--- src/rtl/ext_trig_pkg.sv ---
// Shared types and helpers for the external trigger receiver.
// Holds the FSM state encoding, default parameter values and a saturating increment.
package ext_trig_pkg;

  typedef enum logic [2:0] {
    IDLE     = 3'd0,
    QUALIFY  = 3'd1,
    FIRE     = 3'd2,
    HOLDOFF  = 3'd3,
    WAIT_LOW = 3'd4
  } state_t;

  localparam int SYNC_STAGES_DEF = 2;
  localparam int WIDTH_W_DEF     = 8;
  localparam int HOLD_W_DEF      = 16;
  localparam int CNT_W_DEF       = 32;

  function automatic logic [15:0] sat_inc16(input logic [15:0] v);
    return (v == 16'hFFFF) ? v : v + 16'd1;
  endfunction

endpackage

--- src/rtl/ext_trig_rx_bit_sync.sv ---
// Multi-flop synchroniser for one asynchronous input bit.
// The last stage output is the only one safe to use in the clk domain.
module bit_sync #(
  parameter int STAGES = 2
) (
  input  logic clk,
  input  logic rst,
  input  logic d_i,
  output logic q_o
);

  (* ASYNC_REG = "TRUE" *) logic [STAGES-1:0] sync_q;

  always_ff @(posedge clk) begin
    if (rst) begin
      sync_q <= '0;
    end else begin
      sync_q <= {sync_q[STAGES-2:0], d_i};
    end
  end

  assign q_o = sync_q[STAGES-1];

endmodule

--- src/rtl/ext_trig_rx.sv ---
// Receive-side conditioner for the shared external trigger line: synchronise,
// qualify by width, mask our own echoes, fire one pulse per event, then hold off.
module ext_trig_rx
  import ext_trig_pkg::*;
#(
  parameter int SYNC_STAGES = SYNC_STAGES_DEF,
  parameter int WIDTH_W     = WIDTH_W_DEF,
  parameter int HOLD_W      = HOLD_W_DEF,
  parameter int CNT_W       = CNT_W_DEF
) (
  input  logic               clk,
  input  logic               rst,
  input  logic               ext_trig_maroc,
  input  logic               pixel_trig_maroc,
  input  logic               enable,
  input  logic               own_mask_en,
  input  logic [WIDTH_W-1:0] min_width,
  input  logic [HOLD_W-1:0]  holdoff,
  input  logic               cnt_clr,
  output logic               trig_pulse,
  output logic               busy,
  output logic [CNT_W-1:0]   trig_count,
  output logic [15:0]        glitch_count,
  output logic [15:0]        self_count
);

  logic ext_s;
  logic own_s;

  bit_sync #(.STAGES(SYNC_STAGES)) u_sync_ext (
    .clk (clk),
    .rst (rst),
    .d_i (ext_trig_maroc),
    .q_o (ext_s)
  );

  bit_sync #(.STAGES(SYNC_STAGES)) u_sync_own (
    .clk (clk),
    .rst (rst),
    .d_i (pixel_trig_maroc),
    .q_o (own_s)
  );

  state_t             state_q;
  logic [WIDTH_W-1:0] n_q;
  logic [WIDTH_W-1:0] qcnt_q;
  logic [HOLD_W-1:0]  hold_q;
  logic [HOLD_W-1:0]  hcnt_q;
  logic               self_q;
  logic               trig_pulse_q;
  logic               busy_q;

  logic [CNT_W-1:0]   trig_count_q,  trig_count_d;
  logic [15:0]        glitch_count_q, glitch_count_d;
  logic [15:0]        self_count_q,   self_count_d;

  logic [WIDTH_W-1:0] n_now;
  logic [WIDTH_W-1:0] qcnt_inc;
  logic               self_now;
  logic               self_acc;
  logic               n_is_one;
  logic               qual_done;
  logic               inc_trig;
  logic               inc_glitch;
  logic               inc_self;

  // A zero qualify length behaves as a single-cycle qualify.
  assign n_now     = (min_width == '0) ? WIDTH_W'(1) : min_width;
  assign n_is_one  = (n_now == WIDTH_W'(1));
  assign qcnt_inc  = qcnt_q + WIDTH_W'(1);
  assign self_now  = own_s & own_mask_en;
  assign self_acc  = self_q | self_now;
  assign qual_done = (qcnt_inc == n_q);

  assign inc_trig   = (state_q == FIRE);
  assign inc_glitch = enable & (state_q == QUALIFY) & ~ext_s;
  assign inc_self   = enable & ext_s &
                      (((state_q == IDLE) & n_is_one & self_now) |
                       ((state_q == QUALIFY) & qual_done & self_acc));

  always_ff @(posedge clk) begin
    if (rst) begin
      state_q      <= IDLE;
      n_q          <= WIDTH_W'(1);
      qcnt_q       <= '0;
      hold_q       <= '0;
      hcnt_q       <= '0;
      self_q       <= 1'b0;
      trig_pulse_q <= 1'b0;
      busy_q       <= 1'b0;
    end else begin
      trig_pulse_q <= 1'b0;
      if (!enable) begin
        state_q <= IDLE;
        busy_q  <= 1'b0;
      end else begin
        case (state_q)
          IDLE: begin
            if (ext_s) begin
              // Event parameters are frozen here so mid-event writes are ignored.
              n_q    <= n_now;
              hold_q <= holdoff;
              self_q <= self_now;
              qcnt_q <= WIDTH_W'(1);
              busy_q <= 1'b1;
              if (!n_is_one) begin
                state_q <= QUALIFY;
              end else if (self_now) begin
                state_q <= WAIT_LOW;
              end else begin
                state_q      <= FIRE;
                trig_pulse_q <= 1'b1;
              end
            end
          end
          QUALIFY: begin
            if (!ext_s) begin
              state_q <= IDLE;
              busy_q  <= 1'b0;
            end else begin
              qcnt_q <= qcnt_inc;
              self_q <= self_acc;
              if (qual_done) begin
                if (self_acc) begin
                  state_q <= WAIT_LOW;
                end else begin
                  state_q      <= FIRE;
                  trig_pulse_q <= 1'b1;
                end
              end
            end
          end
          FIRE: begin
            if (hold_q == '0) begin
              state_q <= WAIT_LOW;
            end else begin
              state_q <= HOLDOFF;
              hcnt_q  <= hold_q;
            end
          end
          HOLDOFF: begin
            if (hcnt_q == HOLD_W'(1)) begin
              state_q <= WAIT_LOW;
            end else begin
              hcnt_q <= hcnt_q - HOLD_W'(1);
            end
          end
          WAIT_LOW: begin
            if (!ext_s) begin
              state_q <= IDLE;
              busy_q  <= 1'b0;
            end
          end
          default: begin
            state_q <= IDLE;
            busy_q  <= 1'b0;
          end
        endcase
      end
    end
  end

  always_comb begin
    trig_count_d   = trig_count_q;
    glitch_count_d = glitch_count_q;
    self_count_d   = self_count_q;
    if (inc_trig && (trig_count_q != '1)) begin
      trig_count_d = trig_count_q + CNT_W'(1);
    end
    if (inc_glitch) begin
      glitch_count_d = sat_inc16(glitch_count_q);
    end
    if (inc_self) begin
      self_count_d = sat_inc16(self_count_q);
    end
  end

  always_ff @(posedge clk) begin
    if (rst || cnt_clr) begin
      trig_count_q   <= '0;
      glitch_count_q <= '0;
      self_count_q   <= '0;
    end else begin
      trig_count_q   <= trig_count_d;
      glitch_count_q <= glitch_count_d;
      self_count_q   <= self_count_d;
    end
  end

  assign trig_pulse   = trig_pulse_q;
  assign busy         = busy_q;
  assign trig_count   = trig_count_q;
  assign glitch_count = glitch_count_q;
  assign self_count   = self_count_q;

endmodule
--- config.mk ---
export PLATFORM = sky130hd
export DESIGN_NAME = ext_trig_rx
export DESIGN_NICKNAME = d
export VERILOG_FILES = /design/src/rtl/ext_trig_pkg.sv /design/src/rtl/ext_trig_rx_bit_sync.sv /design/src/rtl/ext_trig_rx.sv
export SDC_FILE = /design/constraint.sdc
export NUM_CORES = 1
export LEC_CHECK = 0
export CORE_MARGIN = 2
export CORE_UTILIZATION = 43
export CTS_BUF_LIST = sky130_fd_sc_hd__clkbuf_4
export CTS_CLUSTER_DIAMETER = 30
export DETAILED_ROUTE_END_ITERATION = 7
export PLACE_DENSITY_LB_ADDON = 0.3
export SYNTH_ARGS = -nofsm -noshare
export SYNTH_HDL_FRONTEND = slang
export SYNTH_SLANG_ARGS = --single-unit
--- constraint.sdc ---
create_clock -name clk -period 3.3 [get_ports clk]
set_clock_uncertainty 0.2 [all_clocks]
set_input_delay 0.825 -clock clk [delete_from_list [all_inputs] [get_ports clk]]
set_output_delay 0.825 -clock clk [all_outputs]
set_load 0.01 [all_outputs]
======== Word level (Yosys, flattened, before mapping) ========
Index checks and enable logic that the tools add are counted.
word-level totals
  bits in registers ....................... 122
  word-level logic and storage cells ...... 99
cells by class
  reductions and logical operators ........ 17
  equal/unequal tests ..................... 18
  bitwise gates (word level) .............. 16
  add/sub/neg operators ................... 5
  muxes and demuxes ....................... 30
operators by type and width
  cell                   number
  $add 16x1->16 const B  2
  $add 32x1->32 const B  1
  $eq 16x16->1 const B   2
  $mux 16                2
  $ne 32x32->1 const B   1
  $pmux 16 s2            1
  $mux 3                 9
  $mux 8                 3
  $eq 16x1->1 const B    1
  $logic_not 16->1       1
  $pmux 8 s2             1
  $sub 16x1->16 const B  1
  $pmux 3 s5             1
  $reduce_and 4->1       3
  $mux 1                 10
  $ne 2x2->1 const B     5
  $and 1x1->1            9
  $add 8x1->8 const B    1
  $eq 8x1->1 const B     1
  $eq 8x8->1             1
  $logic_not 8->1        1
  $eq 3x2->1 const B     2
  $reduce_and 3->1       2
  $reduce_or 2->1        3
  13 further kinds       22

======== Depth between registers and ports, before layout ========
  depth in word-level cells ............... 8
  mapped depth ............................ 11
  gate-level depth less buffers ........... 8

======== Modules after synthesis ========
From an unflattened synthesis, not the netlist that was laid out.
unflattened totals
  cells, all modules ...................... 762
  area total of the unflattened synthesis .. 5,901.9 um^2
by module, submodules not included
  module       area an instance (um^2)  times used  cells an instance
  ext_trig_rx  5,796.8                  1           754
  bit_sync     52.6                     2           4

======== Worst setup path after synthesis ========
Ideal clock, no wire load.
  path kind ............................... input-to-reg
  from .................................... input port min_width[4]
  to ...................................... register self_count_q[15], in the netlist self_count[15]
  path buffers ............................ 1
  cell stages on the path ................. 8
  arrival ................................. 2.542 ns
  setup slack ............................. 0.488 ns
  cells stage by stage .................... nor4_2 > nand2_1 > or3_1 > a32oi_2 > o211ai_2 > buf_4 > or3_1 > a21oi_1
on the way
  word-level cells in the longest chain between the ends .. 8
RTL lines
  element                       RTL line            RTL
  start, declared               ext_trig_rx.sv:17   input logic [WIDTH_W-1:0] min_width,
  $logic_not 8->1               ext_trig_rx.sv:68   assign n_now = (min_width == '0) ? WIDTH_W'(1) : min_width;
  $mux 8 *                      ext_trig_rx.sv:68
  $eq 8x1->1 *                  ext_trig_rx.sv:69   assign n_is_one = (n_now == WIDTH_W'(1));
  $and 1x1->1 * (2 in a row)    ext_trig_rx.sv:78   (((state_q == IDLE) & n_is_one & self_now) |
  $or 1x1->1 *                  ext_trig_rx.sv:78
  $and 1x1->1 *                 ext_trig_rx.sv:77   assign inc_self = enable & ext_s &
  $reduce_and 2->1 (no line) *  --
  end signal, assigned          ext_trig_rx.sv:186  self_count_q <= self_count_d;
  end, declared                 ext_trig_rx.sv:55   logic [15:0] self_count_q, self_count_d;
Mark *: on every way between the ends. The rest lies on a longest branch, timed or not.
A chain may end at the register's enable or synchronous reset.

======== Worst setup path in the final report ========
  from .................................... input port min_width[4]
  to ...................................... register self_count_q[7], in the netlist self_count[7]
Same word-level chain as after synthesis.

==> flow_metrics.tcl <==
set metrics [dict create \
    status "complete, no violations" \
    syn2layout_area_growth_pct 23.3 \
    final_common_cell "dfxtp_1" \
    syn_inst 747 \
    hold_class "reg2reg" \
    io_buffers 96 \
    worst_path_most_repeated_cell "or3_1" \
    postRouteAntennaNets 0 \
    dp_hpwl_um 10500 \
    synthAdderAreaFrac_pct 1.23 \
    routed_wl_um 14700 \
    synth-simple-area-share_pct 29.5 \
    chipWidth_um 123 \
    tritoncts "done" \
    post_cts_buffers 0 \
    io_pins 97 \
    grt_pass1_wl_um 24400 \
    critical_path_required_ns 3.59 \
    htreeDepth 4 \
    antenna_found_initial 0 \
    synth_edf_count 0 \
    drive_gt1_share_pct 8.74 \
    synth_top_family_by_area "simple AND/OR/NAND/NOR gates" \
    yosysSeqAreaShare_pct 40.0 \
    crit_path_max_fanout 14 \
    start_util_pct 44.0 \
    slew_violations 0 \
    drt_pass1_iterations 6 \
    clock_tree.root_cell "clkbuf_4" \
    worst-path-stages 9 \
    fin_crit_ns 3.00 \
    slew-limit-headroom_pct 58.2 \
    reg2reg_depth 9 \
    synth-seq-cells 122 \
    critPathBufInv 2 \
    synth_mux_area_share_pct 0.655 \
    synth_area_sq_um 6110 \
    die_area_sq_um 15200 \
    ir_drop_mv 0.244 \
    fin_crit_sh_pct 90.9 \
    synth_cell_type_count 69 \
    place_congestion 0.880 \
    final_cell_mix "dfxtp_1, nand2_1, clkdlybuf4s50_1, nor2_1, a21oi_1" \
    viasPerCell 5.46 \
    cts_sinks 122 \
    setup_violations 0 \
    critPathSlowestCell "clkdlybuf4s50_1" \
    drc 0 \
    die_h_um 123 \
    synth_xor_area_share_pct 8.34 \
    antenna_cells 0 \
    layout.nets 882 \
    cp.arrival_ns 3.29 \
    synth.net_count 784 \
    synth_ff_type "dfxtp_1" \
    grt_overflow 0 \
    cts_resized 0 \
    tns_ns 0 \
    grt_max_degree 53 \
    num_vias 5667 \
    async_flop_share_pct 0 \
    finalNonFillerCells 1038 \
    grt_pass1_vias 5177 \
    fmax_ghz 0.334 \
    cts_hold_buf 0 \
    path_clk_slew_ns 0.12 \
    power.total_mw 2.67 \
    crit_chain "clkdlybuf4s50_1 > nor4_2 > nand2_1 > or3_1 > a32oi_2 > o211ai_2 > buf_12 > or3_1 > a21oi_1" \
    num_rows 43 \
    crit_family "simple AND/OR/NAND/NOR gates" \
    worstHoldPathCells 1 \
    critPathCaptureType "flip-flop" \
    hold_violations 0 \
    fin_area_sq_um 7540 \
    first_iter_violations 315 \
    syn_area_per_cell_sq_um 8.18 \
    tightest_slew_ns 0.621 \
    dpl.cell_count 1006 \
    wl_per_cell_um 14.1 \
    post_dp_cell_area_sq_um 7260 \
    grt_usage_pct 20.2 \
    crit_type "in2reg" \
    maxCapViolCount 0 \
    clockBufferDepth 2 \
    synth_compound_area_share_pct 16.0 \
    clk_latency_ns 0.55 \
    post-route-util_pct 54.3 \
    numCtsBuffers 17 \
    critPathLaunchType "input port" \
    slowest_delay_ns 0.43 \
    power_density_nw_per_um2 354 \
    r2r_slack_ns 0.39 \
    core_area_sq_um 13900 \
    power.leakage_nw 2.54 \
    synth_warnings 0 \
    rsz0062_at_grt "no" \
]
power breakdown:
group	leakage, nW	switching, mW	total [mW]	internal, mW
combinational	1.41	0.0744	0.140	0.0653
sequential	0.984	0.00943	1.49	1.48
clock	0.148	0.587	1.04	0.448
total	2.54	0.671	2.67	1.99
worst reg2reg max path, stage by stage, from the launching register on:
cell	delay (ns)
dfxtp_1	0.43
ha_1	0.34
nor3b_1	0.23
a211oi_1	0.07
o32ai_1	0.51
a21o_1	0.22
o211ai_2	0.19
buf_12	0.20
or3_1	0.34
a21oi_1	0.14
cells by family after synthesis:
family,Yosys count
buffers and inverters,50
XOR/XNOR,56
adder cells (fa/ha/maj),6
multiplexers,4
AO/OA/AOI/OAI,150
flip-flops,122
AND/OR/NAND/NOR,359
registers in the layout (all words and copies together) (netlist names):
| signal | flops |
|---|---|
| busy | 1 |
| trig_pulse | 1 |
| n_q | 8 |
| self_count | 16 |
| u_sync_own.sync_q | 2 |
| trig_count | 32 |
| state_q | 3 |
| glitch_count | 16 |
| self_q | 1 |
| u_sync_ext.sync_q | 2 |
| hcnt_q | 16 |
| hold_q | 16 |
| qcnt_q | 8 |
Yosys cell counts (all sizes together), types with 3 or more instances:
master  count  area [sq um]
xnor2      16           159
nand2     116           435
nor2b       7          43.8
a21oi      45           225
o311ai      7          61.3
o41ai       7          61.3
o21ai      38           190
nor3       15          85.1
and2       11          70.1
xor2       40           350
nand3      36           203
o31ai       4          30.0
nand4      19           119
inv        13          48.8
nor2       84           315
dfxtp     122          2440
or3        15          93.8
buf        11          86.3
and4        9          80.1
nor4       18           140
o31a        3          26.3
a31oi       3          18.8
or4         7          52.6
mux2i       4          40.0
a211oi      4          30.0
and3       10          63.8
a22oi      15           113
clkbuf     26           128
ha          6          75.1
o211ai      3          27.5
final timing paths:
path	from	endpoint
worst max-delay path	min_width[4]	self_count[7]$_SDFFE_PP0P_
worst min-delay path	u_sync_own.sync_q[0]$_SDFF_PP0_	u_sync_own.sync_q[1]$_SDFF_PP0_
worst max register to register	qcnt_q[1]$_SDFFE_PP0P_	self_count[7]$_SDFFE_PP0P_
worst min register to register	u_sync_own.sync_q[0]$_SDFF_PP0_	u_sync_own.sync_q[1]$_SDFF_PP0_
final cells by class:
cell class              instances  area, sq um
inverters                      13         48.8
fillers                      1320         6340
well taps                     180          225
repair buffers                116         1130
clock buffers                  17          128
multi-input cells             575         3410
clock inverters                15          151
flip-flops and latches        122         2440
metal layers:
| layer | vias up | GRT usage, % | wire length [um] |
|---|---|---|---|
| met5 | - | 0 | 0 |
| met2 | 133 | 32.0 | 6750 |
| li1 | 2874 | - | - |
| met3 | 25 | 5.86 | 817 |
| met4 | 0 | 8.10 | 255 |
| met1 | 2635 | 25.7 | 6860 |
stage by stage:
| step | hold slack, ns | setup slack, ns |
|---|---|---|
| 2_1_floorplan | 0.214 | 0.488 |
| 6_report | 0.253 | 0.302 |
| 4_1_cts | 0.253 | 0.347 |
| 3_3_place_gp | 0.221 | -0.194 |
| 5_1_grt | 0.265 | 0.155 |
| 3_5_place_dp | 0.229 | -0.238 |
Note: power is estimated with default switching activity, not from simulation.
